==> src/rtl/parser_collector.sv <==
// parser_collector: merges per-parser token streams back into slice input order
module parser_collector #(
    parameter int NUM_PARSER  = 6,
    parameter int DATA_W      = 144,
    parameter int ORDER_DEPTH = 16,
    parameter int AF_MARGIN   = 2
) (
    input  logic                         clk,
    input  logic                         rst_n,
    input  logic [NUM_PARSER-1:0]        grant_in,
    input  logic                         grant_we,
    input  logic [NUM_PARSER-1:0]        par_valid,
    input  logic [NUM_PARSER-1:0]        par_last,
    input  logic [NUM_PARSER*DATA_W-1:0] par_data,
    output logic [NUM_PARSER-1:0]        par_ready,
    output logic [DATA_W-1:0]            data_out,
    output logic                         valid_out,
    output logic                         last_out,
    input  logic                         ready_in,
    output logic                         order_afull,
    output logic                         order_empty,
    output logic [1:0]                   err_flags,
    output logic [15:0]                  slice_cnt
);
    localparam int AW = $clog2(ORDER_DEPTH);
    localparam int CW = $clog2(ORDER_DEPTH + 1);
    localparam logic [CW-1:0] FULL_CNT = CW'(ORDER_DEPTH);
    localparam logic [CW-1:0] AF_CNT = CW'(ORDER_DEPTH - AF_MARGIN);

    typedef enum logic {IDLE, RUN} state_t;
    state_t state, state_nx;

    logic [NUM_PARSER-1:0] order_mem [ORDER_DEPTH];
    logic [AW-1:0]         wr_ptr, rd_ptr;
    logic [CW-1:0]         count;
    logic [NUM_PARSER-1:0] cur_sel;
    logic                  one_hot, push, pop, run, hs_last;

    assign run = state == RUN;
    assign one_hot = grant_in != '0 && (grant_in & (grant_in - NUM_PARSER'(1))) == '0;
    assign order_empty = count == '0;
    assign order_afull = count >= AF_CNT;
    assign hs_last = valid_out && ready_in && last_out;
    assign pop = !order_empty && (!run || hs_last);
    assign push = grant_we && one_hot && (count != FULL_CNT || pop);
    assign valid_out = run && |(par_valid & cur_sel);
    assign last_out = run && |(par_last & cur_sel);
    assign par_ready = (run && ready_in) ? cur_sel : '0;

    // select the current parser's beat; cur_sel is one-hot so OR-ing is a mux
    always_comb begin
        data_out = '0;
        for (int i = 0; i < NUM_PARSER; i++)
            data_out = data_out | (cur_sel[i] ? par_data[i*DATA_W +: DATA_W] : '0);
    end

    // leave RUN only when a slice ends with nothing queued behind it
    always_comb begin
        state_nx = state;
        if (!run && !order_empty)
            state_nx = RUN;
        else if (run && hs_last && order_empty)
            state_nx = IDLE;
    end

    // state register and the parser currently being drained
    always_ff @(posedge clk) begin
        if (!rst_n) begin
            state   <= IDLE;
            cur_sel <= '0;
        end else begin
            state <= state_nx;
            if (pop)
                cur_sel <= order_mem[rd_ptr];
        end
    end

    // order storage; contents need no reset since count gates every read
    always_ff @(posedge clk) begin
        if (push)
            order_mem[wr_ptr] <= grant_in;
    end

    // order FIFO pointers and occupancy
    always_ff @(posedge clk) begin
        if (!rst_n) begin
            wr_ptr <= '0;
            rd_ptr <= '0;
            count  <= '0;
        end else begin
            if (push)
                wr_ptr <= wr_ptr + AW'(1);
            if (pop)
                rd_ptr <= rd_ptr + AW'(1);
            if (push != pop)
                count <= push ? count + CW'(1) : count - CW'(1);
        end
    end

    // sticky drop flags and completed-slice counter
    always_ff @(posedge clk) begin
        if (!rst_n) begin
            err_flags <= '0;
            slice_cnt <= '0;
        end else begin
            if (grant_we && one_hot && !push)
                err_flags[0] <= 1'b1;
            if (grant_we && !one_hot)
                err_flags[1] <= 1'b1;
            if (hs_last)
                slice_cnt <= slice_cnt + 16'd1;
        end
    end
endmodule

==> config.mk <==
export PLATFORM = sky130hd
export DESIGN_NAME = parser_collector
export DESIGN_NICKNAME = d
export VERILOG_FILES = /design/src/rtl/parser_collector.sv
export SDC_FILE = /design/constraint.sdc
export NUM_CORES = 1
export LEC_CHECK = 0
export BUFFER_PORTS_ARGS = -buffer_cell sky130_fd_sc_hd__buf_2
export CORE_AREA = 2 2 417 419
export DETAILED_ROUTE_END_ITERATION = 10
export DIE_AREA = 0 0 419 421
export GPL_TIMING_DRIVEN = 0
export PLACE_DENSITY = 0.32
export SLEW_MARGIN = 25
export SYNTH_ARGS = -nofsm -noshare
export SYNTH_HDL_FRONTEND = slang
export SYNTH_SLANG_ARGS = --single-unit
==> constraint.sdc <==
create_clock -name clk -period 2.8 [get_ports clk]
set_input_delay 0.14 -clock clk [delete_from_list [all_inputs] [get_ports clk]]
set_output_delay 0.14 -clock clk [all_outputs]
set_load 0.005 [all_outputs]
# Yosys cells after proc, flatten, opt, wreduce, memory -nomap -nowiden
# Memory sizes are Yosys's and may differ from the RTL's. A register that Yosys moved wholly into a read port is not among the register bits.
# Index checks and enable logic that the tools add are counted.
# word_totals
memories,1
output_inout_bits,172
word_cells,64
register_bits,32
mem_bits_rw,96
in_bits,886
# mem_list
memory,words,width,rd,rd_ports_with_merged_regs,write_ports,line,rtl
order_mem,16,6,1,1,1,33,logic [NUM_PARSER-1:0] order_mem [ORDER_DEPTH];
# classes
n_mux,12
n_bitwise,8
add_sub_neg,6
n_lt_le_gt_ge,1
n_reduce_logical,27
n_eq_ne,2
# ops
op,n
144-bit 2-to-1 mux,6
144-bit bitwise OR,5
6-bit bitwise AND,3
"16-bit by 1-bit adder with 16-bit output, second input constant",1
1-bit logical AND,14
6-bit OR reduction,2
"4-bit by 1-bit adder with 4-bit output, second input constant",2
6-bit zero test,1
6-bit 2-to-1 mux,1
6-bit nonzero test,1
"6-bit by 1-bit subtractor with 6-bit output, second input constant",1
"5-bit by 1-bit adder with 5-bit output, second input constant",1
"5-bit by 4-bit greater-or-equal comparator with 1-bit output, second input constant",1
1-bit zero test,5
5-bit zero test,1
5-bit 2-to-1 mux,1
"5-bit inequality test, second input constant",1
"5-bit by 1-bit subtractor with 5-bit output, second input constant",1
1-bit 2-to-1 mux,4
1-bit logical OR,2
2-bit nonzero test,1
1-bit inequality test,1

# Depth between registers and ports, before layout
# Gate-level depths: netlist of the first run.
# depth
ltp_word,11
depth_mapped,13

# Least setup slack after synthesis of the first run
# No wires, ideal clock.
# synth_timing
path_kind,register to register
from,register cur_sel[0] (read register of order_mem)
to,register count[4]
slack_ps,171
n_path_buf,1
setup_time_ps,132
t_arrival_ps,2497
stages_incl_launch_ff,14
cell_sequence,dfxtp_1 > a22oi_1 > and3_1 > o31ai_1 > o21a_1 > buf_2 > inv_1 > ha_1 > nor2b_1 > o21ai_0 > nand2b_1 > or3_1 > a32oi_1 > a21oi_1
# synth_between
elab_chain_len,10
word_cells_on_any_way,14
# synth_lines
item,line,rtl
"start, declared",36,logic [NUM_PARSER-1:0] cur_sel;
6-bit bitwise AND,46,assign valid_out = run && |(par_valid & cur_sel);
6-bit OR reduction,46,
1-bit logical AND,46,
1-bit logical AND,43,assign hs_last = valid_out && ready_in && last_out;
1-bit logical AND (*),43,
1-bit logical OR (*),44,assign pop = !order_empty && (!run || hs_last);
1-bit logical AND (*),44,
1-bit logical OR (*),45,assign push = grant_we && one_hot && (count != FULL_CNT || pop);
1-bit logical AND (*),45,
named net push,37,"logic one_hot, push, pop, run, hs_last;"
5-bit 2-to-1 mux or 1-bit inequality test (tied branches),"96, 95",
"end signal, assigned",96,count <= push ? count + CW'(1) : count - CW'(1);
"end, declared",35,logic [CW-1:0] count;
# The timed path passes the listed nets; every way through them passes the cells marked *.
# A chain may end at the register's enable or synchronous reset.

# Worst setup path after layout of the first run
# layout_timing
from,register cur_sel[3] (read register of order_mem)
to,output port data_out[95]
# layout_between
elab_chain_len,4
# layout_lines
item,line,rtl
144-bit 2-to-1 mux,54,data_out = data_out | (cur_sel[i] ? par_data[i*DATA_W +: DATA_W] : '0);
144-bit bitwise OR (3 in series),54,
"end, declared",16,"output logic [DATA_W-1:0] data_out,"
# No other way between the ends.

==> results of run 1 <==
## Yosys cell counts, drive strengths merged (3+ instances only)
cell    number  area [sq um]
nand4        8         56.30
or3          5         31.28
nor2b        3         18.77
edfxtp      96          2883
dfxtp       38         760.7
a21oi       10         50.05
nor4         4         46.29
a31oi        3         18.77
buf         21         87.58
xor2         7         61.31
ha           9         112.6
o21ai        7         35.03
nor3         9         45.04
and3        13         86.33
a21o         3         22.52
nand2b       5         31.28
nor2        44         165.2
xnor2       10         87.58
o31ai        3         22.52
mux2i       11         110.1
inv         13         48.79
clkbuf      94         352.8
a22oi      438          3288
mux4        30         675.7
nand3      154         770.7
nand2       22         82.58
a211oi       4         30.03
## timing repair
action,4_1_cts,5_1_grt
resized for setup,60,23
setup buffers,3,3
endpoints found under the hold margin,2,0
hold buffers,2,0
pin swaps,6,4
setup endpoints to repair,217,11
## cell type report
class	count	area (sq um)
diodes	47	117.6
repair buffers	1084	5753
fillers	20190	152700
clock inverters	14	140.1
plain buffers	112	530.5
inverters	14	52.55
multi-input cells	821	6202
flip-flops and latches	134	3665
clock buffers	18	429.2
well taps	2325	2909
## metal layers
metal | track usage (%) | part of all wire, % | routed length [um]
met1 | 19.74 | 38 | 60740
met2 | 28.49 | 47 | 74470
met3 | 7.825 | 11 | 18190
met4 | 4.212 | 2.8 | 4406
met5 | 0 | 0.65 | 1035
## kinds of logic (layout without fill, tap and decap cells)
| group | after synthesis | after routing | share of synthesized area [%] |
|---|---|---|---|
| XOR/XNOR | 17 | 17 | 1.467 |
| buffers and inverters | 129 | 1242 | 4.856 |
| multiplexers | 41 | 41 | 7.741 |
| AND/OR/NAND/NOR | 273 | 273 | 13.58 |
| adder cells (fa/ha/maj) | 10 | 10 | 1.307 |
| AO/OA/AOI/OAI | 480 | 480 | 35.15 |
| flip-flops | 134 | 134 | 35.89 |
| other | 0 | 47 | 0 |
## through the flow
stage	util, %	TNS [ns]	hold WS [ns]
global placement	10.64	-207.02	0.4376
floorplan	-	0	0.2389
global route	11.44	-0.1948	0.1379
CTS	11.36	-0.1580	0.1265
detailed placement	10.90	-48.98	0.4437
finish	11.48	-0.06293	0.1343
## sequential cells by signal (all words and copies together) (netlist names)
name       cells
order_mem     96
run            1
wr_ptr         4
count          5
slice_cnt     16
rd_ptr         4
err_flags      2
cur_sel        6
## report_power, final
| part | switching (mW) | total (mW) | internal [mW] |
|---|---|---|---|
| sequential | 0.232 | 2.47 | 2.24 |
| combinational | 8.81 | 13.7 | 4.84 |
| clock | 1.11 | 2.36 | 1.25 |
| total | 10.2 | 18.5 | 8.33 |
## final timing paths
kind	cells past startpoint	slack (ns)	to
max	6	-0.06	data_out[95]
min	1	0.13	order_mem[8][2]$_DFFE_PP_
max reg2reg	14	0.01	count[4]$_SDFFE_PN0P_
min reg2reg	2	0.47	err_flags[1]$_SDFFE_PN0P_
==> impl_metrics.tcl, run 1 <==
set metrics [dict create \
    critPathBufInv 4 \
    cpPeakStageDelay_ns 0.71 \
    hold_start "grant_in[2]" \
    p_leak_nw 8.127 \
    routabilityCongestion 0.9630 \
    fmax_mhz 349.3 \
    synth_cell_types 49 \
    port_buffers 1057 \
    antenna_found_initial 168 \
    cp_max_fo 10 \
    hp-class "in -> reg" \
    crit_required_ns 2.66 \
    final_antenna_net_count 0 \
    cp-end-kind "output port" \
    setup_slack_ns -0.06293 \
    criticalPathCategory "reg -> out" \
    path_cells "clkbuf_2 > buf_12 > clkbuf_2 > a22oi_1 > nand3_1 > buf_2" \
    yosys_most_used_dff "edfxtp_1" \
    die-height_um 421 \
    violations "negative setup slack" \
    grtUsageTotal_pct 17.11 \
    post_drt_wl_per_cell_um 34.76 \
    start_kind "flip-flop" \
    core_area_sq_um 172500 \
    syn_to_final_growth_pct 95.05 \
    clock-sinks 134 \
    final-hold-violation-count 0 \
    vias 16580 \
    slew_viol_final 0 \
    setup_viol 1 \
    firstDrtPassIters 5 \
    relSlewSlack_pct 26.78 \
    drt_iter0_drc 1571 \
    final_common_cell "buf_2" \
    clk_latency_ns 0.45 \
    die-area_sq_um 176400 \
    dp.cells 4485 \
    initial_utilization_pct 5.885 \
    pin_count 1058 \
    cts_buffers 17 \
    htreeDepth 4 \
    fp.dieW_um 419 \
    synth_nets 1980 \
    max_slew.worst_pin.slew_ns 1.098 \
    final_cell_count_no_fill 4569 \
    overflow 0 \
    netlist_instances 1084 \
    power.total_mw 18.49 \
    cts.clk_slew.worst_paths_ns 0.07 \
    cts_max_path_buffers 2 \
    synth_edf_count 96 \
    netlist_area_sq_um 10150 \
    cts_tree "done" \
    run_status "finished with violations" \
    power.density_nw_per_um2 933.8 \
    layout_common_cells "buf_2, a22oi_1, nand3_1, edfxtp_1, clkbuf_1" \
    startpoint "cur_sel[3]$_SDFFE_PN0P_" \
    clock_skew_ns 0.02552 \
    stdcell_area_sq_um 19800 \
    dp_hpwl_um 142500 \
    pre_cts_slack_ns -0.8954 \
    irDropWorstVdd_uv 488.1 \
    postSynthAreaPerCell_sq_um 9.364 \
    drc 0 \
    synth_warnings 0 \
    grt_pass1_wl_um 191400 \
    grt_pass1_vias 15710 \
    place_area_sq_um 18800 \
    routed_wl_um 158800 \
    synth_seq_area_share_pct 35.89 \
    nNetsFinal 3080 \
    layout-drive-gt1-share_pct 56.85 \
    finalCritPeriodShare_pct 102.2 \
    regToRegStartpoint "cur_sel[1]$_SDFFE_PN0P_" \
    cap_viol_max_count 0 \
    cpMaxStageDelayCell "a22oi_1" \
    rsz0062_at_grt "yes" \
    cts_root_buffer "clkbuf_16" \
    grt_max_degree 23 \
    min_period_ns 2.863 \
    via_per_inst 3.630 \
    synth-async-reset-ratio_pct 0 \
    rows 153 \
    crit_family "buffers and inverters" \
    ys_ff_latch 134 \
    crit_top_cell "clkbuf_2" \
    worstPathArrival_ns 2.72 \
]
Power figures use the tool's default switching activity.
==> run 2, diff against run 1 <==
- ABC_AREA: default -> 1
==> impl_metrics.tcl, run 2 <==
set metrics [dict create \
    run_status "finished clean" \
    crit_top_cell "nand2_1" \
    synth_warnings 0 \
    cpMaxStageDelayCell "a221oi_1" \
    netlist_instances 1704 \
    regMostFlops "order_mem" \
    setup_viol 0 \
    synth_cell_types 48 \
    hold_slack_ns 0.04569 \
    cp_num_cells 7 \
    layout-drive-gt1-share_pct 44.69 \
    path_cells "clkbuf_8 > clkbuf_2 > nand2_1 > nand2_1 > a221oi_1 > nand3_1 > buf_2" \
    post_drt_wl_per_cell_um 30.06 \
    rows 153 \
    final-hold-violation-count 0 \
    core_area_sq_um 172500 \
    drc 0 \
    cts.clk_slew.worst_paths_ns 0.06 \
    antenna_found_initial 96 \
    grt_pass1_vias 17910 \
    max_slew.worst_pin.slew_ns 0.8782 \
    largest_reg_flops 96 \
    regToRegStartpoint "cur_sel[3]$_SDFFE_PN0P_" \
    regToRegSetupSlack_ns 0.20 \
    hp-class "in -> reg" \
    vias 18240 \
    synth_seq_area_share_pct 32.86 \
    synth_common_cells "nand2_1, nand3_1, a221oi_1" \
    clk_latency_ns 0.43 \
    hold_start "rst_n" \
    htreeDepth 4 \
    highest_layer "met5" \
    fmax_mhz 362.1 \
    relSlewSlack_pct 41.45 \
    drt_iter0_drc 1363 \
    overflow 0 \
    r2r_cells 10 \
    final_antenna_net_count 0 \
    synth_most_common_cell "nand2_1" \
    irDropWorstVdd_uv 442.4 \
    worstPathArrival_ns 2.62 \
    cp_max_fo 10 \
    power.density_nw_per_um2 1036 \
    finalCritPeriodShare_pct 98.64 \
    firstDrtPassIters 5 \
    critPathBufInv 3 \
    p_leak_nw 9.466 \
    worstHoldPathCells 3 \
    wirelength_met1_um 65440 \
    clock_skew_ns 0.01361 \
    synth_nets 2600 \
    dp_hpwl_um 139900 \
    die-area_sq_um 176400 \
    dr_wl_met3_um 11680 \
    criticalPathCategory "reg -> out" \
    cap_viol_max_count 0 \
    cts_max_path_buffers 2 \
    clock-sinks 134 \
    port_buffers 1057 \
    cp-end-kind "output port" \
    nFillCells 20520 \
    via_per_inst 3.538 \
    synth_edf_count 96 \
    initial_utilization_pct 6.428 \
    syn_to_final_growth_pct 87.92 \
    synth_area_leaders "nand2_1, edfxtp_1, a221oi_1" \
    netlist_area_sq_um 11090 \
    cts_buffers 17 \
    reg.largest.list "order_mem (96), slice_cnt (16), cur_sel (6)" \
    layout_common_cells "buf_2, nand2_1, nand3_1, a221oi_1, nor2_1" \
    finalSetupTns_ns 0 \
    slew_viol_final 0 \
    cpPeakStageDelay_ns 0.50 \
    final_common_cell "buf_2" \
    rr_endpoint "order_mem[10][0]$_DFFE_PP_" \
    cts_tree "done" \
    ys_ff_latch 134 \
    power.total_mw 21.58 \
    grtUsageTotal_pct 16.77 \
    routabilityCongestion 0.9497 \
    synth_top_area_share_pct 26.75 \
    grt_pass1_wl_um 192700 \
    postSynthAreaPerCell_sq_um 6.506 \
    yosys.area.top_type "nand2_1" \
    start_kind "flip-flop" \
    nNetsFinal 3691 \
    worst_hold_path.endpoint "rd_ptr[0]$_SDFFE_PN0P_" \
    crit_required_ns 2.66 \
    fp.dieW_um 419 \
    routed_wl_um 154900 \
    min_period_ns 2.762 \
    yosys_most_used_dff "edfxtp_1" \
    pin_count 1058 \
    wl_met2_um 74470 \
    synth-async-reset-ratio_pct 0 \
    cts_root_buffer "clkbuf_16" \
    crit_family "buffers and inverters" \
    die-height_um 421 \
    grt_max_degree 20 \
]
-- run 2: cell count changes after synthesis, moves of 10 or more --
cell      before  now
nand2_1       22  790
a22oi_1      438    0
a221oi_1       2  144
nor2_1        44  115
o21ai_0        7   69
mux4_2        30    0
inv_1         12   41
a21oi_1       10   26
o211ai_1       2   16
and3_1        12    0
buf_1         14    4
-- run 2: cells by family (layout without fill, tap and decap cells) --
group | count (synthesis) | count (layout) | share of synthesized area [%]
fa+ha+maj | 10 | 10 | 1.196
compound gates | 277 | 277 | 18.10
buf+inv | 170 | 1274 | 6.071
other cells | 0 | 21 | 0
flops | 134 | 134 | 32.86
simple gates | 1101 | 1101 | 40.75
mux | 6 | 6 | 0.5417
xor+xnor | 6 | 6 | 0.4740
-- run 2: layer usage --
| layer | vias to the layer above | global-route usage (%) |
|---|---|---|
| met3 | 170 | 3.519 |
| met4 | 76 | 2.852 |
| met5 | - | 0 |
| met1 | 8947 | 21.50 |
| li1 | 8104 | - |
| met2 | 938 | 28.96 |
-- run 2: repair_timing --
| item | 4_1_cts | 5_1_grt |
|---|---|---|
| pin swaps | 5 | 2 |
| endpoints found under the setup margin | 240 | 105 |
| setup buffers | 0 | 1 |
| resized for setup | 126 | 15 |
| hold endpoints to repair | 1 | 0 |
| hold buffers | 1 | 0 |
-- run 2: layout make-up --
class,count,area [sq um],share of cell area (%)
diodes,21,52.55,0.2522
inverters,51,195.2,0.9368
clock inverters,15,143.9,0.6906
plain buffers,118,678.2,3.255
multi-input cells,1400,7107,34.11
well taps,2325,2909,13.96
flip-flops and latches,134,3656,17.55
repair buffers,1073,5668,27.20
clock buffers,17,425.4,2.042
-- run 2: worst reg2reg max path, stage by stage, from the launching register on --
cell and delay (ns):
dfxtp_2 0.45, nand2_1 0.08, nand2_1 0.28, nor2_2 0.08
nand2_2 0.17, nand3_4 0.13, nand3_2 0.13, nand2_4 0.12
inv_4 0.12, nand2_1 0.21, nor2_1 0.48
-- run 2: how the worst max path moves through the flow --
stage | startpoint | to | slack [ns]
after floorplan | count[1]$_SDFFE_PN0P_ | count[4]$_SDFFE_PN0P_ | 0.87
after global placement | cur_sel[0]$_SDFFE_PN0P_ | data_out[7] | -2.14
after detailed placement | cur_sel[1]$_SDFFE_PN0P_ | data_out[41] | -0.71
after CTS | cur_sel[1]$_SDFFE_PN0P_ | order_mem[10][4]$_DFFE_PP_ | -0.04
after global routing | cur_sel[2]$_SDFFE_PN0P_ | count[4]$_SDFFE_PN0P_ | -0.004
final | cur_sel[0]$_SDFFE_PN0P_ | data_out[88] | 0.04
-- run 2: stage by stage --
| stage | worst slack, ns | instances | cell area, sq um | utilization (%) |
|---|---|---|---|---|
| 5_1_grt | -0.003778 | 5140 | 20800 | 12.06 |
| 6_report | 0.03798 | 5154 | 20840 | 12.08 |
| 3_3_place_gp | -2.137 | 5086 | 19290 | 11.18 |
| 2_1_floorplan | 0.8718 | 1704 | 11090 | - |
| 3_5_place_dp | -0.7102 | 5100 | 19680 | 11.41 |
| 4_1_cts | -0.03792 | 5133 | 20720 | 12.01 |
-- run 2: report_power, final --
group | leakage, nW | switching (mW) | internal, mW | total (mW)
sequential | 1.18 | 0.228 | 2.25 | 2.48
clock | 0.274 | 0.967 | 1.24 | 2.21
combinational | 8.02 | 11.8 | 5.12 | 16.9
==> run 3, diff against run 2 <==
--- a/config.mk
+++ b/config.mk
@@ -17,2 +17,3 @@
 export SYNTH_HDL_FRONTEND = slang
 export SYNTH_SLANG_ARGS = --single-unit
+export TNS_END_PERCENT = 20
==> constraint.sdc (replaced) <==
create_clock -name clk -period 2.8 [get_ports clk]
set_input_delay 0.28 -clock clk [delete_from_list [all_inputs] [get_ports clk]]
set_output_delay 0.28 -clock clk [all_outputs]
set_load 0.005 [all_outputs]
==> impl_metrics.tcl, run 3 (synthesis results as in run 2) <==
set metrics [dict create \
    run_status "finished clean" \
    fp.dieW_um 419 \
    regToRegSetupSlack_ns 0.20 \
    cts_hold_buf 0 \
    post_drt_wl_per_cell_um 30.09 \
    cap_viol_max_count 0 \
    final-hold-violation-count 0 \
    initial_utilization_pct 6.428 \
    final_common_cell "buf_2" \
    drc 0 \
    routed_wl_um 155100 \
    reg.largest.list "order_mem (96), slice_cnt (16), cur_sel (6)" \
    cts_buffers 17 \
    crit_required_ns 2.52 \
    grt_pass1_wl_um 192900 \
    nFillCells 20500 \
    grt_pass1_vias 17970 \
    slew_viol_final 0 \
    port_buffers 1057 \
    worst_hold_path.endpoint "err_flags[1]$_SDFFE_PN0P_" \
    cts.clk_slew.worst_paths_ns 0.06 \
    grtUsageMet1_pct 21.57 \
    htreeDepth 4 \
    nNetsFinal 3690 \
    setup_slack_ns 0.04605 \
    regToRegStartpoint "cur_sel[2]$_SDFFE_PN0P_" \
    hp-class "in -> reg" \
    finalCritPeriodShare_pct 98.36 \
    vias 18240 \
    layout-drive-gt1-share_pct 45.53 \
    die-area_sq_um 176400 \
    grt_busiest_layer "met2" \
    post_cts_buffers 0 \
    firstDrtPassIters 5 \
    p_leak_nw 9.528 \
    r2r_cells 15 \
    clock_skew_ns 0.01508 \
    cp-end-kind "output port" \
    grtUsageTotal_pct 16.78 \
    dp_hpwl_um 139900 \
    rr_endpoint "count[4]$_SDFFE_PN0P_" \
    setup_viol 0 \
    start_kind "flip-flop" \
    power.density_nw_per_um2 1037 \
    worstHoldPathCells 3 \
    layout_common_cells "buf_2, nand2_1, nand3_1, a221oi_1, nor2_1" \
    use_met3_pct 3.460 \
    routabilityCongestion 0.9497 \
    worstPathArrival_ns 2.47 \
    rows 153 \
    cts_root_buffer "clkbuf_16" \
    final_antenna_net_count 0 \
    core_area_sq_um 172500 \
    antenna_found_initial 96 \
    rsz0062_at_grt "yes" \
    cp_max_fo 10 \
    die-height_um 421 \
    pre_cts_slack_ns -0.8502 \
    cts_tree "done" \
    via_per_inst 3.538 \
    regMostFlops "order_mem" \
    cts_max_path_buffers 2 \
    relSlewSlack_pct 55.07 \
    syn_to_final_growth_pct 89.01 \
    hold_start "grant_we" \
    irDropWorstVdd_uv 439.0 \
    clk_latency_ns 0.43 \
    clock-sinks 134 \
    fmax_mhz 363.1 \
    grt_max_degree 20 \
    drt_iter0_drc 1356 \
    finalSetupTns_ns 0 \
    min_period_ns 2.754 \
    largest_reg_flops 96 \
    pin_count 1058 \
    max_slew.worst_pin.slew_ns 0.6739 \
    overflow 0 \
    use_met2_pct 28.88 \
    criticalPathCategory "reg -> out" \
]
-- run 3: cell type report --
class,count,area [sq um],area share [%]
Timing Repair Buffer,1071,5645,26.94
Sequential cell,134,3656,17.45
Multi-Input combinational cell,1400,7197,34.34
Clock buffer,17,425.4,2.030
Inverter,51,195.2,0.9315
Clock inverter,15,143.9,0.6866
Buffer,119,723.2,3.451
Antenna cell,24,60.06,0.2866
Tap cell,2325,2909,13.88
-- run 3: what timing repair did --
item | 4_1_cts | 5_1_grt
endpoints found under the hold margin | 0 | 0
gates resized for setup | 156 | 22
pin swaps | 7 | 3
setup endpoints to repair | 242 | 104
-- run 3: per-stage QoR --
stage	hold slack [ns]	utilization [%]	cells	cell area, sq um	total power [mW]
6_report	0.1366	12.15	5156	20960	21.74
5_1_grt	0.1340	12.12	5136	20910	22.98
4_1_cts	0.1064	12.08	5132	20830	22.25
3_5_place_dp	0.4601	11.41	5100	19680	19.27
3_3_place_gp	0.4555	11.18	5086	19290	18.83
2_1_floorplan	0.3789	-	1704	11090	8.413
-- run 3: worst max-delay path by stage --
stage | start | end | slack (ns) | cells past startpoint
after floorplan | count[1]$_SDFFE_PN0P_ | count[4]$_SDFFE_PN0P_ | 0.87 | 11
after global routing | cur_sel[0]$_SDFFE_PN0P_ | data_out[125] | -0.08 | 7
final | cur_sel[0]$_SDFFE_PN0P_ | data_out[128] | 0.05 | 7
after global placement | cur_sel[0]$_SDFFE_PN0P_ | data_out[7] | -2.28 | 7
after CTS | cur_sel[1]$_SDFFE_PN0P_ | order_mem[10][4]$_DFFE_PP_ | -0.04 | 10
after detailed placement | cur_sel[1]$_SDFFE_PN0P_ | data_out[41] | -0.85 | 8
-- run 3: power by group --
group	internal, mW	total, mW	switching [mW]
combinational	5.23	17.0	11.8
sequential	2.25	2.49	0.235
clock	1.24	2.20	0.958
-- run 3: worst max-delay path, cell delays in order, from the launching register on --
cell      delay [ns]
dfxtp_4         0.39
clkbuf_8        0.22
clkbuf_1        0.30
nand2_1         0.12
nand2_1         0.21
a221oi_1        0.31
nand3_1         0.25
buf_2           0.22
-- run 3: metal layers --
layer | share of wire, % | up-vias
met5 | 0.32 | -
met1 | 42 | 8924
met4 | 2.1 | 72
met3 | 7.5 | 172
met2 | 48 | 962
li1 | - | 8110
